File: src/rtl/controle_multiciclo.sv
// Multicycle control FSM: sequences fetch/decode/exec/mem/writeback/mult-div/exception and drives datapath strobes.
// FETCH/MEM stretch to MEM_LAT cycles and MULDIV_WAIT to MULDIV_CYCLES using one shared wait counter.
module controle_multiciclo #(
  parameter int MEM_LAT       = 1,
  parameter int MULDIV_CYCLES = 32,
  parameter int CNT_W         = 6
) (
  input  logic       clk,
  input  logic       reset,
  input  logic [5:0] OP,
  input  logic [5:0] funct,
  input  logic       zero,
  input  logic       overflow,
  input  logic       div_zero,
  output logic       pc_write,
  output logic       ir_write,
  output logic       mem_read,
  output logic       mem_write,
  output logic       reg_write,
  output logic       epc_write,
  output logic       muldiv_start,
  output logic       mem_to_reg,
  output logic       reg_dst,
  output logic [1:0] pc_src,
  output logic [1:0] alu_src_b,
  output logic [1:0] alu_op,
  output logic       alu_src_a,
  output logic [1:0] cause,
  output logic [3:0] state_o
);
  typedef enum logic [3:0] {
    S_START = 4'd0, S_FETCH = 4'd1, S_DECODE = 4'd2, S_EXEC = 4'd3,
    S_MEM = 4'd4, S_WB = 4'd5, S_MDW = 4'd6, S_EXC = 4'd7
  } state_t;

  typedef enum logic [3:0] {
    C_RALU, C_MULT, C_DIV, C_ADDI, C_LW, C_SW, C_BEQ, C_J, C_INV
  } cls_t;

  localparam logic [CNT_W-1:0] MEM_LAST = CNT_W'(MEM_LAT - 1);
  localparam logic [CNT_W-1:0] MD_LAST  = CNT_W'(MULDIV_CYCLES - 1);

  state_t           r_state, w_next;
  cls_t             r_cls, w_dec;
  logic [CNT_W-1:0] r_cnt;
  logic [1:0]       r_cause, w_exc_cause;
  logic             w_add_fam;

  always_comb begin
    w_dec = C_INV;
    case (OP)
      6'h00:   w_dec = (funct == 6'h18) ? C_MULT : (funct == 6'h1A) ? C_DIV : C_RALU;
      6'h08:   w_dec = C_ADDI;
      6'h23:   w_dec = C_LW;
      6'h2B:   w_dec = C_SW;
      6'h04:   w_dec = C_BEQ;
      6'h02:   w_dec = C_J;
      default: w_dec = C_INV;
    endcase
  end

  // Only the trapping add/sub functs can raise an overflow exception.
  assign w_add_fam = (funct == 6'h20) || (funct == 6'h22);

  always_ff @(posedge clk or negedge reset) begin
    if (!reset) begin
      r_state <= S_START;
      r_cnt   <= '0;
      r_cls   <= C_INV;
      r_cause <= 2'b00;
    end else begin
      r_state <= w_next;
      r_cnt   <= (w_next == r_state) ? r_cnt + 1'b1 : '0;
      if (r_state == S_DECODE) r_cls <= w_dec;
      if (w_next == S_EXC) r_cause <= w_exc_cause;
    end
  end

  always_comb begin
    w_next      = r_state;
    w_exc_cause = 2'b00;
    case (r_state)
      S_START:  w_next = S_FETCH;
      S_FETCH:  if (r_cnt == MEM_LAST) w_next = S_DECODE;
      S_DECODE: begin
        w_next      = (w_dec == C_INV) ? S_EXC : S_EXEC;
        w_exc_cause = 2'b01;
      end
      S_EXEC: begin
        case (r_cls)
          C_RALU: begin
            w_next      = (w_add_fam && overflow) ? S_EXC : S_WB;
            w_exc_cause = 2'b10;
          end
          C_ADDI: begin
            w_next      = overflow ? S_EXC : S_WB;
            w_exc_cause = 2'b10;
          end
          C_LW, C_SW: w_next = S_MEM;
          C_MULT:     w_next = S_MDW;
          C_DIV: begin
            w_next      = div_zero ? S_EXC : S_MDW;
            w_exc_cause = 2'b11;
          end
          default:    w_next = S_FETCH;
        endcase
      end
      S_MEM:    if (r_cnt == MEM_LAST) w_next = (r_cls == C_LW) ? S_WB : S_FETCH;
      S_WB:     w_next = S_FETCH;
      S_MDW:    if (r_cnt == MD_LAST) w_next = S_FETCH;
      S_EXC:    w_next = S_FETCH;
      default:  w_next = S_START;
    endcase
  end

  always_comb begin
    pc_write     = 1'b0;
    ir_write     = 1'b0;
    mem_read     = 1'b0;
    mem_write    = 1'b0;
    reg_write    = 1'b0;
    epc_write    = 1'b0;
    muldiv_start = 1'b0;
    mem_to_reg   = 1'b0;
    reg_dst      = 1'b0;
    pc_src       = 2'b00;
    alu_src_b    = 2'b00;
    alu_op       = 2'b00;
    alu_src_a    = 1'b0;
    cause        = 2'b00;
    case (r_state)
      S_FETCH: begin
        mem_read = 1'b1;
        if (r_cnt == MEM_LAST) begin
          ir_write  = 1'b1;
          pc_write  = 1'b1;
          alu_src_b = 2'b01;
        end
      end
      S_DECODE: alu_src_b = 2'b11;
      S_EXEC: begin
        case (r_cls)
          C_RALU: begin
            alu_src_a = 1'b1;
            alu_op    = 2'b10;
          end
          C_ADDI, C_LW, C_SW: begin
            alu_src_a = 1'b1;
            alu_src_b = 2'b10;
          end
          C_BEQ: begin
            alu_op   = 2'b01;
            pc_src   = 2'b01;
            pc_write = zero;
          end
          C_J: begin
            pc_src   = 2'b10;
            pc_write = 1'b1;
          end
          C_MULT, C_DIV: muldiv_start = 1'b1;
          default: ;
        endcase
      end
      S_MEM: begin
        mem_read  = (r_cls == C_LW);
        mem_write = (r_cls == C_SW);
      end
      S_WB: begin
        reg_write  = 1'b1;
        mem_to_reg = (r_cls == C_LW);
        reg_dst    = (r_cls == C_RALU);
      end
      S_EXC: begin
        epc_write = 1'b1;
        pc_write  = 1'b1;
        pc_src    = 2'b11;
        cause     = r_cause;
      end
      default: ;
    endcase
  end

  assign state_o = r_state;
endmodule

File: config.mk
export PLATFORM = sky130hd
export DESIGN_NAME = controle_multiciclo
export DESIGN_NICKNAME = d
export VERILOG_FILES = /design/src/rtl/controle_multiciclo.sv
export SDC_FILE = /design/constraint.sdc
export NUM_CORES = 1
export LEC_CHECK = 0
export CORE_UTILIZATION = 30
export CTS_CLUSTER_DIAMETER = 200
export DETAILED_ROUTE_END_ITERATION = 6
export SLEW_MARGIN = 10
export SYNTH_ARGS = -nofsm -noshare
export SYNTH_HDL_FRONTEND = slang
export SYNTH_SLANG_ARGS = --single-unit
File: constraint.sdc
create_clock -name clk -period 3 [get_ports clk]
set_clock_uncertainty 0.15 [all_clocks]
set_input_delay 0.3 -clock clk [delete_from_list [all_inputs] [get_ports clk]]
set_output_delay 0.3 -clock clk [all_outputs]
set_load 0.01 [all_outputs]
Word-level counts from Yosys, hierarchy flattened --
Cells that the tools add are included.
Word-level totals: memories kept 0, ROM bits 0, bits in writable memories 0, word-level logic and storage cells 82, bits of input ports 17, bits in latches 0, output and inout bits 22, bits in registers 16
Cells by class: div/mod/pow operators 0, order comparisons 0, bitwise logic cells 0, equal/unequal tests 27, multipliers 0, muxes and demuxes 38, reductions and logical operators 12, add/sub/neg operators 1, shift operators 0
Operator list (count):
- $pmux 4 s6 | 2
- $eq 4x3->1 const B | 9
- $eq 6x6->1 const B | 4
- $pmux 2 s2 | 5
- $eq 6x5->1 const B | 3
- $eq 4x2->1 const B | 4
- $pmux 3 s5 | 1
- $mux 2 | 7
- $mux 1 | 13
- $logic_not 6->1 | 2
- $mux 4 | 3
- $eq 4x1->1 const B | 2
- $logic_not 4->1 | 2
- $add 6x1->6 const B | 1
- $eq 6x2->1 const B | 1
- $eq 6x3->1 const B | 1
- $eq 6x4->1 const B | 1
- $mux 3 | 2
- $mux 6 | 1
- $pmux 2 s3 | 1
- $reduce_or 2->1 | 3
- $reduce_or 3->1 | 2
- $eq 4x4->1 | 1
- $eq 4x4->1 const B | 1
- 5 further kinds | 6

Depth between registers and ports, before layout --
depth in word-level cells 9, gate-level depth with buffers 8, gate-level depth less buffers 8

Worst setup path before layout --
No wires, ideal clock.
path kind register to register, start point register r_state[0] (netlist: state_o[0]), end point register r_cause[0], arrival time 1957 ps, path slack 765 ps, cell stages (with the launch flop) 7, data required time 2723 ps, path buffers 2, path through dfrtp_1 -> buf_4 -> or4b_1 -> buf_2 -> a21oi_2 -> o211a_1 -> mux2_1
Between the ends: longest elaborated chain between the ends 4
Ends and longest elaborated chain:
- from (decl) | RTL line 43 | state_t r_state, w_next;
- from (signal assigned) | RTL line 72 | r_state <= w_next;
- $eq 4x3->1 / $logic_not 4->1 (equally long branches) | RTL line 82 | case (r_state)
- $reduce_or 3->1 (no line)
- $pmux 4 s6 | RTL line 82
- $eq 4x3->1 | RTL line 75 | if (w_next == S_EXC) r_cause <= w_exc_cause;
- to (signal assigned) | RTL line 75
- to (decl) | RTL line 46 | logic [1:0] r_cause, w_exc_cause;
Several ways; a longest one is shown, not always the timed one. A chain may end at the register's enable or synchronous reset.

Worst setup path after layout --
start point register r_state[2] (netlist: state_o[2]), end point output port alu_op[1]
Between the ends: longest elaborated chain between the ends 2
Ends and longest elaborated chain:
- $eq 4x2->1 | RTL line 131 | case (r_state)
- $mux 2 | RTL line 131
- to (decl) | RTL line 26 | output logic [1:0] alu_op,
No other way between the ends.

==> run_summary.xml <==
<?xml version="1.0" encoding="UTF-8"?>
<metrics>
  <group name="placement">
    <metric name="dpl.hpwl" unit="mm">2.62</metric>
    <metric name="place.detailed.instances" unit="">247</metric>
    <metric name="placement.io_buffers" unit="">38</metric>
    <metric name="dp_worst_setup_slack" unit="ns">0.492</metric>
    <metric name="dpl_cell_area" unit="um^2">1790</metric>
    <metric name="routabilityCongestion" unit="">0.820</metric>
  </group>
  <group name="yosys">
    <metric name="synthDominantCellAreaShare" unit="%">26.9</metric>
    <metric name="yosys-top-cells-area" unit="">sky130_fd_sc_hd__dfrtp_1 (27%), sky130_fd_sc_hd__nand2_1 (4.3%), sky130_fd_sc_hd__nor2_1 (3.5%)</metric>
    <metric name="synthCells" unit="">164</metric>
    <metric name="postSynthRegisterBits" unit="">16</metric>
    <metric name="synthesized_netlist_net_count" unit="">183</metric>
    <metric name="yosysWarningCount" unit="">0</metric>
    <metric name="synth_area_leader_cell" unit="">sky130_fd_sc_hd__dfrtp_1</metric>
    <metric name="synth-seq-area-share" unit="%">28.8</metric>
    <metric name="dominant_synthesized_flop_cell" unit="">sky130_fd_sc_hd__dfrtp_1</metric>
    <metric name="syn_area_per_cell" unit="um^2">8.50</metric>
    <metric name="synth_edf_count" unit="">0</metric>
    <metric name="synth_cell_type_count" unit="">60</metric>
    <metric name="syn_area" unit="um^2">1390</metric>
    <metric name="synth-async-reset-ratio" unit="%">100</metric>
  </group>
  <group name="layout">
    <metric name="final_layout_size_suffix_gt1_share" unit="%">12.6</metric>
    <metric name="finish.cell_count_without_fillers" unit="">251</metric>
    <metric name="regArea" unit="um^2">402</metric>
    <metric name="diodes" unit="">0</metric>
    <metric name="design_area_final" unit="um^2">1850</metric>
    <metric name="final_core_utilization" unit="%">41.8</metric>
    <metric name="area_growth" unit="%">32.5</metric>
    <metric name="nFillCells" unit="">445</metric>
    <metric name="layout.nets" unit="">219</metric>
    <metric name="multi_input_area" unit="um^2">903</metric>
  </group>
  <group name="setup_path">
    <metric name="crit_required" unit="ns">2.55</metric>
    <metric name="regToRegEndpoint" unit="">r_cause[1]</metric>
    <metric name="worstPathArrival" unit="ns">2.33</metric>
    <metric name="rrSetupSlack" unit="ns">0.62</metric>
    <metric name="worstSetupPathType" unit="">reg2out</metric>
    <metric name="setup.worst_path.start_class" unit="">register</metric>
    <metric name="timing.critical_path.fanout_max" unit="">12</metric>
    <metric name="critical_path.reg2reg.startpoint" unit="">state_o[0]</metric>
    <metric name="end_kind" unit="">output port</metric>
    <metric name="reg2reg_depth" unit="">5</metric>
  </group>
  <group name="detailed_routing">
    <metric name="route.detailed.vias_per_inst" unit="">5.15</metric>
    <metric name="routed_wirelength" unit="mm">3.29</metric>
    <metric name="routed_wire_length_per_instance" unit="um">13.1</metric>
    <metric name="ant_nets" unit="">0</metric>
    <metric name="remaining_drcs" unit="">0</metric>
    <metric name="first_iter_violations" unit="">84</metric>
    <metric name="detailedRoute.firstPassIterationCount" unit="">4</metric>
    <metric name="vias" unit="">1292</metric>
  </group>
  <group name="timing">
    <metric name="timing_max_transition_violations_final" unit="">0</metric>
    <metric name="min_period_over_period" unit="%">92.8</metric>
    <metric name="fin_ws" unit="ns">0.216</metric>
    <metric name="period_needed" unit="ns">2.78</metric>
    <metric name="final-hold-violation-count" unit="">0</metric>
    <metric name="timing.fmax" unit="GHz">0.359</metric>
    <metric name="tns" unit="ns">0</metric>
    <metric name="setup_viol_count_final" unit="">0</metric>
    <metric name="unrepaired_setup_endpoints_after_global_routing" unit="">false</metric>
    <metric name="worst-slew-pin-transition" unit="ns">0.717</metric>
    <metric name="max_slew_margin" unit="%">52.1</metric>
  </group>
  <group name="power_and_ir_drop">
    <metric name="p_int" unit="mW">0.633</metric>
    <metric name="p_switching" unit="mW">0.420</metric>
    <metric name="clock_power_share" unit="%">18.2</metric>
    <metric name="combPwrFrac" unit="%">43.4</metric>
    <metric name="power.density" unit="nW/um^2">570</metric>
    <metric name="power.share.sequential" unit="%">38.4</metric>
    <metric name="sw_share" unit="%">39.9</metric>
    <metric name="worst_ir_drop_vdd" unit="mV">0.243</metric>
    <metric name="power_leakage" unit="nW">0.759</metric>
  </group>
  <group name="cts">
    <metric name="post_cts.repair.setup_buffers" unit="">0</metric>
    <metric name="holdBufCountCts" unit="">0</metric>
    <metric name="cts-buffers-inserted" unit="">3</metric>
    <metric name="clock_latency_late_sink" unit="ns">0.25</metric>
    <metric name="tritoncts_num_sinks" unit="">16</metric>
    <metric name="clock_tree.buffer_depth" unit="">2</metric>
    <metric name="clk_pin_slew" unit="ns">0.07</metric>
    <metric name="cts_resized" unit="">0</metric>
    <metric name="cts-htree-levels" unit="">1</metric>
    <metric name="clock-root-buffer" unit="">sky130_fd_sc_hd__clkbuf_8</metric>
    <metric name="tritoncts" unit="">built</metric>
  </group>
  <group name="floorplanning">
    <metric name="initial_cell_density_of_the_core" unit="%">31.6</metric>
    <metric name="fp.dieArea" unit="um^2">4920</metric>
    <metric name="io_pins" unit="">39</metric>
    <metric name="die_w" unit="um">70.2</metric>
    <metric name="placementRows" unit="">24</metric>
    <metric name="coreArea" unit="um^2">4410</metric>
    <metric name="floorplan.die.height" unit="um">70.2</metric>
  </group>
  <group name="global_routing">
    <metric name="grt_start_max_net_pins" unit="">17</metric>
    <metric name="grt_first_pass_wirelength" unit="mm">5.47</metric>
    <metric name="antenna_found_initial" unit="">0</metric>
    <metric name="grt_overflow" unit="">0</metric>
    <metric name="groute.usage.overall" unit="%">13.7</metric>
    <metric name="via_count_of_the_first_global_routing_pass" unit="">1164</metric>
  </group>
  <group name="hold_path">
    <metric name="min-delay-path-class" unit="">in2async</metric>
  </group>
  <group name="flow_run">
    <metric name="max_cap_viol_count" unit="">0</metric>
  </group>
  <group name="run_status">
    <metric name="outcome" unit="">completed</metric>
  </group>
</metrics>
sequential cells by signal (all words and copies together), names as in the netlist:
register,cells
r_cls,4
r_cause,2
r_cnt,6
state_o,4
how the worst max path moves through the flow:
stage | endpoint | slack (ns) | start | cells past startpoint
floorplan | r_cause[0] | 0.77 | state_o[0] | 6
global placement | r_cnt[2] | 0.53 | OP[1] | 7
finish | alu_op[1] | 0.22 | state_o[2] | 5
detailed placement | r_cnt[4] | 0.49 | OP[1] | 7
global route | alu_op[1] | 0.1 | state_o[1] | 5
CTS | alu_op[1] | 0.22 | state_o[2] | 5
cells by family (layout without fill, tap and decap cells):
group	Yosys count	count (layout)	synth area share [%]
other cells	1	1	0.269
compound gates	35	35	19.9
fa+ha+maj	3	3	2.60
mux	3	3	2.33
xor+xnor	7	7	4.40
simple gates	83	83	35.3
flops	16	16	28.8
buf+inv	16	51	6.37
through the flow:
step                      total power [mW]  hold slack, ns
after global routing                  1.13           0.344
after floorplan                      0.725          -0.146
final                                 1.05           0.328
after CTS                             1.06           0.337
after detailed placement             0.864           0.322
after global placement               0.868           0.310
cell type report:
| class | instances | area share (%) |
|---|---|---|
| Tap cell | 52 | 3.52 |
| Multi-Input combinational cell | 132 | 48.9 |
| Clock buffer | 4 | 2.98 |
| Sequential cell | 16 | 21.7 |
| Timing Repair Buffer | 40 | 21.4 |
| Inverter | 7 | 1.42 |
power groups by stage:
stage / clock network [mW] / registers [mW] / logic [mW]
after floorplan: 0 / 0.304 / 0.421
after global placement: 0 / 0.407 / 0.461
after detailed placement: 0 / 0.406 / 0.458
after CTS: 0.195 / 0.402 / 0.461
after global routing: 0.203 / 0.418 / 0.505
final: 0.192 / 0.405 / 0.457
synthesized netlist by cell type, drive strengths merged, types with 2 or more instances:
master / instances
nor2b: 4
nor4bb: 2
or3: 3
and3: 3
a211o: 3
dfrtp: 15
a211oi: 2
and2b: 3
o31ai: 4
xor2: 4
or2: 2
buf: 9
o21ai: 7
or2b: 2
a31oi: 4
and2: 3
ha: 2
nand2: 16
a31o: 2
nand2b: 4
mux2: 2
nor3: 7
a21oi: 6
or4b: 3
nand3: 4
xnor2: 3
inv: 7
nor2: 19
nor4: 2
critical path: stages (launching register included):
cell and delay (ns):
sky130_fd_sc_hd__dfrtp_1 0.49, sky130_fd_sc_hd__nand4bb_1 0.29, sky130_fd_sc_hd__buf_4 0.20, sky130_fd_sc_hd__or3_1 0.35
sky130_fd_sc_hd__nor3_1 0.17, sky130_fd_sc_hd__clkdlybuf4s50_1 0.57
metal layers:
metal | track usage (%) | wire length, um | vias to the layer above
met4 | 7.11 | 95 | 0
met5 | 0 | 0 | -
met2 | 20.2 | 1420 | 30
li1 | - | - | 659
met1 | 20.0 | 1670 | 595
met3 | 1.01 | 102 | 8
cell usage in the layout (no fill, tap or decap), drive strengths merged, types with 4 or more instances in the layout:
master          n
nand2b          4
o21ai           7
nor2           19
o31ai           4
inv             7
a31oi           4
a21oi           6
clkdlybuf4s50  38
nor2b           4
nand2          16
nor3            7
xor2            4
dfrtp          15
clkbuf          4
nand3           4
Power figures use the tool's default switching activity.
